<file path="src/rtl/i2s_tx.sv">
// -----------------------------------------------------------------------------
// i2s_tx
//
// I2S transmitter for the CS4272 SDin pin. It takes processed stereo samples
// from the equalizer/volume datapath and shifts them out MSB-first. Bit and
// frame timing follow sclk/lrclk. Both come from the clock generator in the
// clk domain, so they are edge-detected directly and not synchronised.
//
// Each channel slot is SLOT_W sclk periods long:
//   slot 0            : 0 (I2S one-bit delay)
//   slots 1..CODEC_W  : {sample, (CODEC_W-DATA_W) zeros}, MSB first
//   remaining slots   : 0
//
// The design is double-buffered. A holding pair is written by vld. At each
// left frame start the holding pair becomes the active pair. At the same
// moment req pulses so that upstream can deliver the next pair. If no new
// pair arrived in time, the previous pair is sent again.
//
// Optional feature (macro I2S_TX_UNDERRUN_CNT_EN):
//   Adds the output underrun_cnt[7:0]. It is a saturating count of synced left
//   frame starts that found no fresh pair. Only reset clears it.
//
// Ports:
//   clk          in   system clock (50 MHz)
//   rst_n        in   asynchronous active-low reset
//   sclk         in   serial bit clock (clk/32), clk-domain generated
//   lrclk        in   word select, 0 = left, 1 = right; changes on sclk fall
//   lft_in       in   left sample (signed, DATA_W)
//   rht_in       in   right sample (signed, DATA_W)
//   vld          in   one-clk strobe qualifying lft_in/rht_in
//   req          out  one-clk pulse: holding pair consumed
//   SDin         out  registered serial data to the codec
//   underrun_cnt out  underrun counter (only with I2S_TX_UNDERRUN_CNT_EN)
// -----------------------------------------------------------------------------
module i2s_tx #(
    parameter int DATA_W  = 16,
    parameter int CODEC_W = 24,
    parameter int SLOT_W  = 32
) (
    input  logic              clk,
    input  logic              rst_n,
    input  logic              sclk,
    input  logic              lrclk,
    input  logic [DATA_W-1:0] lft_in,
    input  logic [DATA_W-1:0] rht_in,
    input  logic              vld,
    output logic              req,
    output logic              SDin
`ifdef I2S_TX_UNDERRUN_CNT_EN
    ,
    output logic [7:0]        underrun_cnt
`endif
);

    localparam int PAD_W  = CODEC_W - DATA_W;
    localparam int TAIL_W = SLOT_W - 1 - CODEC_W;

    // Builds a full channel slot: delay bit, codec word, trailing zeros.
    function automatic logic [SLOT_W-1:0] build_slot(input logic [DATA_W-1:0] sample);
        logic [CODEC_W-1:0] codec_word;
        logic [SLOT_W-1:0]  word;
        codec_word = {sample, {PAD_W{1'b0}}};
        word       = {1'b0, codec_word, {TAIL_W{1'b0}}};
        return word;
    endfunction

    // Edge-detect and frame state
    logic              sclk_q_r;
    logic              lr_prev_r;
    logic              synced_r;
    logic              pending_r;

    // Data path
    logic [DATA_W-1:0] lft_hold_r;
    logic [DATA_W-1:0] rht_hold_r;
    logic [DATA_W-1:0] rht_act_r;
    logic [SLOT_W-1:0] shift_r;
    logic [SLOT_W-1:0] shift_nxt_s;

    // Outputs
    logic              sdin_r;
    logic              req_r;

    // Decoded events
    logic              fall_s;
    logic              lr_change_s;
    logic              left_start_s;
    logic              right_start_s;

    // Event decode. A right start counts only once a left start has aligned us.
    always_comb begin
        fall_s        = sclk_q_r & ~sclk;
        lr_change_s   = fall_s & (lrclk != lr_prev_r);
        left_start_s  = lr_change_s & ~lrclk;
        right_start_s = lr_change_s & lrclk & synced_r;
    end

    // Next shift-register value: reload at slot starts, shift on other falls.
    always_comb begin
        shift_nxt_s = shift_r;
        if (left_start_s) begin
            shift_nxt_s = build_slot(lft_hold_r);
        end else if (right_start_s) begin
            shift_nxt_s = build_slot(rht_act_r);
        end else if (fall_s) begin
            shift_nxt_s = {shift_r[SLOT_W-2:0], 1'b0};
        end else begin
            shift_nxt_s = shift_r;
        end
    end

    // sclk history and the lrclk value seen at the last sclk fall.
    always_ff @(posedge clk or negedge rst_n) begin
        if (!rst_n) begin
            sclk_q_r  <= 1'b0;
            lr_prev_r <= 1'b0;
        end else begin
            sclk_q_r <= sclk;
            if (fall_s) begin
                lr_prev_r <= lrclk;
            end else begin
                lr_prev_r <= lr_prev_r;
            end
        end
    end

    // Frame alignment flag. It sets at the first left start after reset.
    always_ff @(posedge clk or negedge rst_n) begin
        if (!rst_n) begin
            synced_r <= 1'b0;
        end else if (left_start_s) begin
            synced_r <= 1'b1;
        end else begin
            synced_r <= synced_r;
        end
    end

    // Holding pair and pending flag. If vld coincides with a left start, vld
    // wins: the transfer has already taken the old pair, so the new pair
    // stays pending for the next frame.
    always_ff @(posedge clk or negedge rst_n) begin
        if (!rst_n) begin
            lft_hold_r <= {DATA_W{1'b0}};
            rht_hold_r <= {DATA_W{1'b0}};
            pending_r  <= 1'b0;
        end else if (vld) begin
            lft_hold_r <= lft_in;
            rht_hold_r <= rht_in;
            pending_r  <= 1'b1;
        end else if (left_start_s) begin
            lft_hold_r <= lft_hold_r;
            rht_hold_r <= rht_hold_r;
            pending_r  <= 1'b0;
        end else begin
            lft_hold_r <= lft_hold_r;
            rht_hold_r <= rht_hold_r;
            pending_r  <= pending_r;
        end
    end

    // Active right sample, captured with the left one so both halves of a
    // frame come from the same pair.
    always_ff @(posedge clk or negedge rst_n) begin
        if (!rst_n) begin
            rht_act_r <= {DATA_W{1'b0}};
        end else if (left_start_s) begin
            rht_act_r <= rht_hold_r;
        end else begin
            rht_act_r <= rht_act_r;
        end
    end

    // Serial shift register.
    always_ff @(posedge clk or negedge rst_n) begin
        if (!rst_n) begin
            shift_r <= {SLOT_W{1'b0}};
        end else begin
            shift_r <= shift_nxt_s;
        end
    end

    // Registered outputs. SDin follows the shift MSB one clk later, which is
    // still far ahead of the next sclk rise. Before sync it is held low.
    always_ff @(posedge clk or negedge rst_n) begin
        if (!rst_n) begin
            sdin_r <= 1'b0;
            req_r  <= 1'b0;
        end else begin
            sdin_r <= synced_r & shift_r[SLOT_W-1];
            req_r  <= left_start_s;
        end
    end

    assign SDin = sdin_r;
    assign req  = req_r;

`ifdef I2S_TX_UNDERRUN_CNT_EN
    logic [7:0] underrun_cnt_r;

    // Saturating count of synced left starts with no fresh pair waiting.
    always_ff @(posedge clk or negedge rst_n) begin
        if (!rst_n) begin
            underrun_cnt_r <= 8'h00;
        end else if (left_start_s && synced_r && !pending_r && (underrun_cnt_r != 8'hFF)) begin
            underrun_cnt_r <= underrun_cnt_r + 8'h01;
        end else begin
            underrun_cnt_r <= underrun_cnt_r;
        end
    end

    assign underrun_cnt = underrun_cnt_r;
`endif

endmodule

</file>
<file path="config.mk">
export PLATFORM = sky130hd
export DESIGN_NAME = i2s_tx
export DESIGN_NICKNAME = d
export VERILOG_FILES = /design/src/rtl/i2s_tx.sv
export SDC_FILE = /design/constraint.sdc
export NUM_CORES = 1
export LEC_CHECK = 0
export CORE_AREA = 2 2 82 68
export CTS_CLUSTER_SIZE = 28
export DETAILED_ROUTE_END_ITERATION = 10
export DIE_AREA = 0 0 84 70
export GPL_TIMING_DRIVEN = 0
export PLACE_DENSITY = 0.82
export SETUP_SLACK_MARGIN = 0.3
export SYNTH_ARGS = -nofsm -noshare
export SYNTH_HDL_FRONTEND = slang
export SYNTH_SLANG_ARGS = --single-unit
</file>
<file path="constraint.sdc">
create_clock -name clk -period 2.35 [get_ports clk]
set_input_delay 0.47 -clock clk [delete_from_list [all_inputs] [get_ports clk]]
set_output_delay 0.47 -clock clk [all_outputs]
set_load 0.05 [all_outputs]
</file>
### Word level (Yosys, flattened, before mapping)

Index checks and enable logic that the tools add are counted.
W data, S select, Z words.

* register bits: 85
* output and inout port bits: 2
* word-level logic and storage cells: 22
* bits of input ports: 37

* reduce and logical (&&, ||, !) cells: 1
* equality and inequality tests: 1
* mux-type cells: 3
* bitwise logic cells: 8

Operators by type and width (count)
* $mux W32: 3
* $and A1 B1 Y1: 6
* $reduce_bool A3 Y1: 1
* $not A1 Y1: 2
* $ne A1 B1 Y1: 1

### Depth between registers and ports, before layout

Gate-level depths: netlist (run 1).

* depth in word-level cells: 7
* mapped depth: 5
* depth with buffers taken out: 3

### Least setup slack after synthesis (run 1)

OpenSTA, ideal clock, no wires.

* path kind: input -> register
* start: in lrclk
* end: reg rht_act_r[10]
* data arrival time: 1.220 ns
* library setup time: 0.125 ns
* buffers on the path: 2
* setup slack: 1.005 ns
* required time: 2.225 ns
* cell stages on the path: 4
* cells stage by stage: nand4bb_1 > buf_4 > buf_12 > mux2_4

* longest elaborated chain between the ends: 3
* elaborated cells between the ends (all ways): 4
* those cells by class: 1 x eq/ne; 3 x bitwise

RTL lines
* start, declared: line 43 `input logic lrclk,`
* $ne A1 B1 Y1: line 93 `lr_change_s = fall_s & (lrclk != lr_prev_r);`
* $and A1 B1 Y1: line 93
* $and A1 B1 Y1 *: line 94 `left_start_s = lr_change_s & ~lrclk;`
* end signal, assigned: line 165 `rht_act_r <= {DATA_W{1'b0}};`
* end signal, assigned: line 167 `rht_act_r <= rht_hold_r;`
* end signal, assigned: line 169 `rht_act_r <= rht_act_r;`
* end, declared: line 76 `logic [DATA_W-1:0] rht_act_r;`

Every way passes the cells marked *; elsewhere a longest branch is shown, timed or not.
A chain may end at the register's enable or synchronous reset.

### Worst setup path after layout (run 1)

* start: reg req_r (netlist: req)
* end: out req

RTL lines
* start, declared: line 82 `logic req_r;`
* start signal, assigned: line 190 `req_r <= left_start_s;`
* end, declared: line 47 `output logic req,`

No word-level cell between the ends.

==> results.md, run 1 <==
- The total length of routed wires is 5300 um.
- The antenna diode instance count is 0.
- The global-route layer with the greatest usage is met2.
- The final cell utilization of the core is 67.6%.
- By startpoint and endpoint, the worst setup path is classified as reg2out.
- The number of different library cells used by synthesis comes to 23.
- In this run the cell area measured after placement is about 3300 um^2.
- The routed wire length per instance is 17.0 um.
- 39 I/O pins were placed.
- For this design, the CTS-stage hold fixing added 0 buffers.
- The number of nets in the final layout is about 280.
- The met1 routing resource usage after global routing is 26.4%.
- The detailed-route vias per instance is 5.48.
- The flow ran to the end, and the final reports show no timing, DRC or antenna violations.
- STA classifies the critical path endpoint as a primary output.
- The count of state elements after synthesis is 70.
- Final hold analysis gives a worst-case slack of 0.244 ns.
- The number of standard cells after synthesis is 193.
- The violation count after the first detailed-routing iteration is 70.
- The die is approximately 70 um tall.
- In the global route stage, met3 resource usage came out at 8.16%.
- The final worst slack is 0.420 ns.
- The startpoint type of the worst setup path is a register.
- For this run, the total global-route usage over all layers was measured as 20.2%.
- The chip width is 84 um.
- The total design power is 3.13 mW.
- After synthesis, the share of flip-flops with an asynchronous set or reset is 100%.
- The clock slew seen by the registers of the worst setup and hold paths is 0.07 ns.
- The placed wire-length estimate after detailed placement is 3460 um.
- Data on the critical path arrives at its endpoint at ~1.5 ns.
- The floorplan has 24 rows.
- OpenSTA, run right after detailed placement, puts the worst setup slack at 0.348 ns.
- The count of yosys warnings during synthesis is 0.
- The count of nets left with antenna violations once routing finished came out at 0.
- For this configuration, the core starts out at a cell density of 55.1%.
- The clock latency on the worst-skew pair is roughly 0.34 ns.
- The global-route wire length before repair is 8880 um.
- The launching element of the worst setup path is req$_DFF_PN0_.
- The fmax is a little over 0.5 GHz.
- The number of buffer and inverter instances along the worst setup path is 1.
- For the pin with the worst max-slew slack, the measured transition is 0.843 ns.
- The number of setup buffers added after CTS is 0.
- TritonCTS built the clock tree.
- The clock sink count is 70.
- When the netlist entered floorplanning its net count stood at 230.
- The count of H-tree levels built during CTS is 3.
- Setup repair after global routing left no endpoint under its margin.
- The number of global-route vias before repair came to 1804.
- No sink is reached through more buffers than the 2 on the longest clock path.
- The biggest cell delay along the critical path is between 0.7 and 0.8 ns.
- IR analysis of the VDD net gives a maximum drop of 0.544 mV.
- The leakage power figure is 1.61 nW.
- The path class of the lowest-slack min-delay path is in2async.
- The count of cells resized by post-cts repair is 0.
- Measured against its own limit, the worst slew margin works out to 43.8%.
- The worst reg2reg path startpoint is lr_prev_r$_DFFE_PN0P_.
- At the worst endpoint, the required time is 1.88 ns.
- The total count of hold-check failures in the final report is 0.
- Sorting the synthesized cells by how often they occur yields sky130_fd_sc_hd__dfrtp_1 (70), sky130_fd_sc_hd__mux2_2 (33), sky130_fd_sc_hd__a21oi_1 (17).
- The most common cell in the netlist is sky130_fd_sc_hd__dfrtp_1.
- The standard cell core area is between 5000 and 6000 um^2.
- The die covers 5880 um^2.
- The pre-antenna-repair detailed-routing pass consisted of 5 iterations.
- The minimum period implied by the final worst setup slack is 1.93 ns.
- Traced cell by cell, the critical path runs through clkdlybuf4s50_1.
- The max-slew violation total from the final report is 0.
- The maximum number of pins on one net before global-route repair is 71.
- A synthesized cell averages 14.8 um^2.
- The final estimated routing congestion in global placement is 0.741.
- The final standard cell area without fillers is 3510 um^2.
- The synthesized design devotes to its leading area cell type 61.2% of total area.
- The kind of cell adding the most delay to the critical path is buffers and inverters.
- The worst reg-to-reg setup slack is 0.94 ns.
- The post-route fraction of the period consumed by the critical path is 82.1%.
- The initial antenna violation count was 0.
- The overall via count from detail_route is between 1.5k and 2k.
- The maximum net fanout on the critical path is 1.
- In this run the clock root is driven by a sky130_fd_sc_hd__clkbuf_8.
- The power density over the cells is ~890 nW/um^2.
- The mapped cell area is between 2000 and 3000 um^2.
- The total CTS buffers is 9.
- The fraction of the yosys area taken by sequential cells is around three fifths.
- Across the routed clock network, the largest skew measured is between 0.005 and 0.006 ns.
- The worst-path cell with the longest stage delay is sky130_fd_sc_hd__clkdlybuf4s50_1.
- The finished layout holds 311 standard cells, fillers aside.
- The number of cells after detailed placement is 295.
- The area growth from synthesis to layout is 22.7%.
- The number of buffers inserted by port buffering is 37.
- Across the run, the number of max-cap violations was 0.
- Of the cells placed in the final design, the portion with a size suffix greater than 1 is 30.5%.
- After detailed routing, the number of remaining DRC violations is 0.
- Ranked by total cell area, the synthesized netlist is headed by sky130_fd_sc_hd__dfrtp_1 (61%), sky130_fd_sc_hd__mux2_2 (13%), sky130_fd_sc_hd__mux2_4 (6.8%).
- Setup violations remaining at the end of the flow were counted as 0.
- Global routing finished with a remaining overflow of 0.
- Global routing consumed, on the met2 layer, 31.6% of the routing resources.
- In the synthesized netlist the dominant register cell turns out to be sky130_fd_sc_hd__dfrtp_1.
- The cell type with the highest aggregate area in the netlist is sky130_fd_sc_hd__dfrtp_1.
- The setup TNS after final layout is 0 ns.
- The number of enable flip-flop cells after synthesis is 0.
per-layer routing:
metal  vias to the layer above  share of wire (%)
li1                        791                  -
met1                       853                 46
met2                        54                 47
met3                         7                6.1
met4                         0               0.85
met5                         -                  0
sequential cells by signal (all words and copies together), names as in the netlist:
register,cells
sclk_q_r,1
rht_act_r,16
lft_hold_r,16
req,1
shift_r,17
lr_prev_r,1
SDin,1
synced_r,1
rht_hold_r,16
power breakdown:
| group | total, mW | switching, mW | internal, mW |
|---|---|---|---|
| clock | 0.958 | 0.415 | 0.543 |
| combinational | 0.569 | 0.214 | 0.355 |
| sequential | 1.60 | 0.148 | 1.45 |
path summary, 6_finish.rpt:
check / end / cells after the start
min: rht_hold_r[9]$_DFFE_PN0P_ / 1
max reg2reg: shift_r[23]$_DFFE_PN0P_ / 4
min in group clk: shift_r[31]$_DFFE_PN0P_ / 1
min reg2reg: shift_r[31]$_DFFE_PN0P_ / 1
max: req / 1
max in group asynchronous: rht_hold_r[0]$_DFFE_PN0P_ / 1
cells by family (layout without fill, tap and decap cells):
kind of cell / Yosys count / after routing / share of synthesized area (%)
flops: 70 / 70 / 61.2
compound gates: 33 / 33 / 6.60
mux: 63 / 63 / 25.8
simple gates: 13 / 13 / 2.80
buf+inv: 14 / 67 / 3.63
area by class of cell:
cell class	instances	area [um^2]
Fill cell	401	1680
Inverter	1	3.75
Tap cell	65	81.3
Buffer	13	100
Timing Repair Buffer	37	368
Sequential cell	70	1750
Multi-Input combinational cell	109	1010
Clock buffer	12	155
Clock inverter	4	45.0
layout by cell type (no fill, tap or decap), drive strengths merged:
cell type / Yosys / layout
inv: 1 / 1
nand2: 3 / 3
nand2b: 2 / 2
clkinv: 0 / 3
nand4bb: 1 / 1
mux2: 48 / 48
a32o: 1 / 1
mux2i: 15 / 15
nor2b: 2 / 2
a21oi: 17 / 17
clkdlybuf4s50: 0 / 36
nand3b: 1 / 1
nand4b: 1 / 1
buf: 12 / 13
and2: 1 / 1
nor2: 2 / 2
bufinv: 0 / 1
o22ai: 15 / 15
clkbuf: 1 / 13
dfrtp: 70 / 70
(Power assumes the default switching activity.)
==> run 2: changes to the inputs <==
--- a/config.mk
+++ b/config.mk
@@ -5,12 +5,12 @@
 export SDC_FILE = /design/constraint.sdc
 export NUM_CORES = 1
 export LEC_CHECK = 0
-export CORE_AREA = 2 2 82 68
+export CORE_AREA = 2 2 89 74
 export CTS_CLUSTER_SIZE = 28
 export DETAILED_ROUTE_END_ITERATION = 10
-export DIE_AREA = 0 0 84 70
+export DIE_AREA = 0 0 91 76
 export GPL_TIMING_DRIVEN = 0
-export PLACE_DENSITY = 0.82
+export PLACE_DENSITY = 0.74
 export SETUP_SLACK_MARGIN = 0.3
 export SYNTH_ARGS = -nofsm -noshare
 export SYNTH_HDL_FRONTEND = slang
==> constraint.sdc (replaced) <==
create_clock -name clk -period 1.7 [get_ports clk]
set_input_delay 0.34 -clock clk [delete_from_list [all_inputs] [get_ports clk]]
set_output_delay 0.34 -clock clk [all_outputs]
set_load 0.05 [all_outputs]
==> run 2 against run 1 <==
Total power is 32% higher. Sequential power is 38% higher. Clock power is 21% higher. Via count is 1.8% lower. Cell count is 6.4% higher. Routed wire length is 4.1% lower. Die area is 18% higher. Clock-buffer cell count is 2 higher. First-iteration DRC count is 27% higher. Worst setup slack worse by 0.012 ns. Critical path type is now reg2reg. Largest cell class unchanged.
==> results.md, run 2 (synthesis results as in run 1) <==
- The min-delay analysis places its worst path in the category in2async.
- The layout has just over 500 filler cells.
- The clock sink count is 70.
- At the end of routability-driven placement, the weighted congestion stood at 0.761.
- Global routing consumed, over all layers together, about 17% of the routing resources.
- The repair_antennas step left the layout with diodes totalling 0.
- The vertical die dimension is roughly 76 um.
- Across the whole layout, storage elements account for between 1500 and 2000 um^2.
- The total length of routed wires is 5080 um.
- The maximum clock path buffer count is 2.
- The highest metal layer used by the detailed router is met4.
- The total CTS buffers is 9.
- Adding up every negative setup slack in the final design gives 0 ns.
- The critical path data required time is 1.93 ns.
- Once the floorplan was initialized, standard cells occupied 46.8% of the core.
- The area enclosed by the die boundary is approximately 7000 um^2.
- The first global-routing pass estimated between 8000 and 9000 um of wire.
- In the finished design, the share of the clock period the worst path needs comes to roughly three quarters.
- The top register by number of flip-flops is shift_r.
- The number of buffers inserted by port buffering is 37.
- Once detail routing completed, the nets flagged for antenna violations numbered 0.
- In the layout the commonest cells are sky130_fd_sc_hd__dfrtp_1 (70), sky130_fd_sc_hd__mux2_2 (33), sky130_fd_sc_hd__clkdlybuf4s50_1 (32), sky130_fd_sc_hd__a21oi_1 (17).
- In the final layout, the share of cells above drive strength 1 is between 30 and 40%.
- Dividing total power by cell area gives a power density of 1170 nW/um^2.
- Across all hold checks on the routed design, the worst slack comes to 0.116 ns.
- Detailed placement ended at an HPWL of 3370 um.
- The chip width is 91 um.
- The kind of cell adding the most delay to the critical path is flip-flops.
- The endpoint kind of the worst setup timing path is a register.
- Along the worst path, the maximum fanout reaches 10.
- The biggest cell delay along the critical path is 0.39 ns.
- The routed wire length on met3 is between 200 and 300 um.
- The total count of hold-check failures in the final report was 0.
- The routed layout has 1675 vias.
- The number of cell rows is 26.
- TritonCTS built the clock tree.
- The area occupied by multi-input gates is 1010 um^2.
- The number of nets in the final layout is 280.
- The number of global-route vias before repair was 1729.
- Clock-pin slew was measured on the worst setup and hold paths at around 0.060 ns.
- The detailed-route wire length on metal 1 is ~2500 um.
- The first TritonRoute pass finished after 4 iterations.
- STA classifies the critical path startpoint as a register.
- The violation count after the first detailed-routing iteration is 89.
- The number of buffer and inverter instances along the worst setup path is 2.
- The routed wire length per instance is ~15 um.
- The leakage power figure is 1.62 nW.
- Summed over all layers, the global routing overflow is 0.
- The number of remaining DRC errors is 0.
- By startpoint and endpoint, the worst setup path is classified as reg2reg.
- The most frequent cell on the critical path is sky130_fd_sc_hd__buf_6.
- The number of cells on the worst reg-to-reg path is 5.
- The number of failing setup endpoints in the final timing report is 0.
- The area growth from synthesis to layout is 23.3%.
- The flow ran to the end, and the final reports show no timing, DRC or antenna violations.
- Based on the critical path, the design can be clocked at up to 0.774 GHz.
- The met2 wirelength from detailed routing is 2270 um.
- During I/O placement, the number of pins put on the boundary was 39.
- The worst vdd rail ir drop is 0.690 mV.
- The initial antenna violation count is 0.
- Entering global routing, the biggest net connects 71 pins.
- The later pin in the worst-skew pair is clocked with a latency of about 0.35 ns.
- Setup repair after global routing left no endpoint under its margin.
- Leaving out fill and tap cells, the most frequent cell in the layout is sky130_fd_sc_hd__dfrtp_1.
- The detailed-route vias per instance is around 5.1.
- Headroom to the max-slew limit came out at roughly 43%.
- The max-slew violation total from the final report came to 0.
- In this run the standard cell core region covers between 6000 and 7000 um^2.
- The tree is rooted in a sky130_fd_sc_hd__clkbuf_8.
- The critical path goes through nand3b_1 > buf_6 > buf_6 > mux2i_1 > a21oi_1.
- For this design, the slowest cell found on the critical path is sky130_fd_sc_hd__dfrtp_1.
- The flip-flop count of the largest register, all copies and words added is 17.
- The cell count along the critical path is 5.
- The clock tree skew after final layout is between 0.005 and 0.006 ns.
- The tool flagged a number of max-cap violations equal to 0.
- The clock tree synthesis step divided the H-tree into 3 levels.
- For the pin with the worst max-slew slack, the measured transition is around 0.85 ns.
- The critical path arrival is 1.52 ns.
- The minimum period implied by the final worst setup slack is 1.29 ns.
==> run 2: cell count changes in the layout (fill, tap and decap cells not counted), sizes merged <==
cell	change
clkbuf	+2
dlygate4sd2	+1
clkinv	-2
dlymetal6s2s	+1
buf	+4
bufinv	-1
clkdlybuf4s50	-4
==> run 2: what timing repair did <==
item,CTS,global route
hold buffers,0,0
resized for setup,11,8
buffers inserted,0,2
pin swaps,0,2
setup endpoints to repair,25,25
==> run 2: per-layer routing <==
metal | vias up | track usage (%)
met3 | 5 | 7.72
met1 | 827 | 22.6
met4 | 0 | 7.27
met2 | 44 | 23.3
li1 | 799 | -
met5 | - | 0
==> run 2: metrics by stage <==
stage	setup WS [ns]	power, mW	area, um^2	utilization [%]	instances
floorplan	0.485	2.75	2860	-	193
global placement	-2.00	2.98	3340	54.6	314
detailed placement	-0.192	3.02	3340	54.6	314
CTS	0.307	4.19	3520	57.5	329
global route	0.345	4.38	3530	57.7	331
finish	0.408	4.14	3530	57.7	331
==> run 2: where the power goes <==
group	leakage, nW	internal (mW)	switching (mW)
sequential	0.813	2.01	0.191
clock	0.0865	0.600	0.555
combinational	0.718	0.488	0.293
total	1.62	3.10	1.04
==> run 2: cell type report <==
type,instances,area share [%]
plain buffers,13,3.26
well taps,84,2.98
flip-flops and latches,70,49.6
repair buffers,39,10.6
clock inverters,1,0.142
multi-input cells,109,28.7
clock buffers,14,4.61
inverters,1,0.106
==> run 2: final timing paths <==
kind | from | end | slack [ns]
max | lr_prev_r$_DFFE_PN0P_ | shift_r[25]$_DFFE_PN0P_ | 0.41
max reg2reg | lr_prev_r$_DFFE_PN0P_ | shift_r[25]$_DFFE_PN0P_ | 0.41
min in group clk | sclk | sclk_q_r$_DFF_PN0_ | 0.18
max in group asynchronous | rst_n | rht_act_r[0]$_DFFE_PN0P_ | 1.05
min | rst_n | rht_hold_r[10]$_DFFE_PN0P_ | 0.12
min reg2reg | rht_hold_r[3]$_DFFE_PN0P_ | rht_hold_r[3]$_DFFE_PN0P_ | 0.49
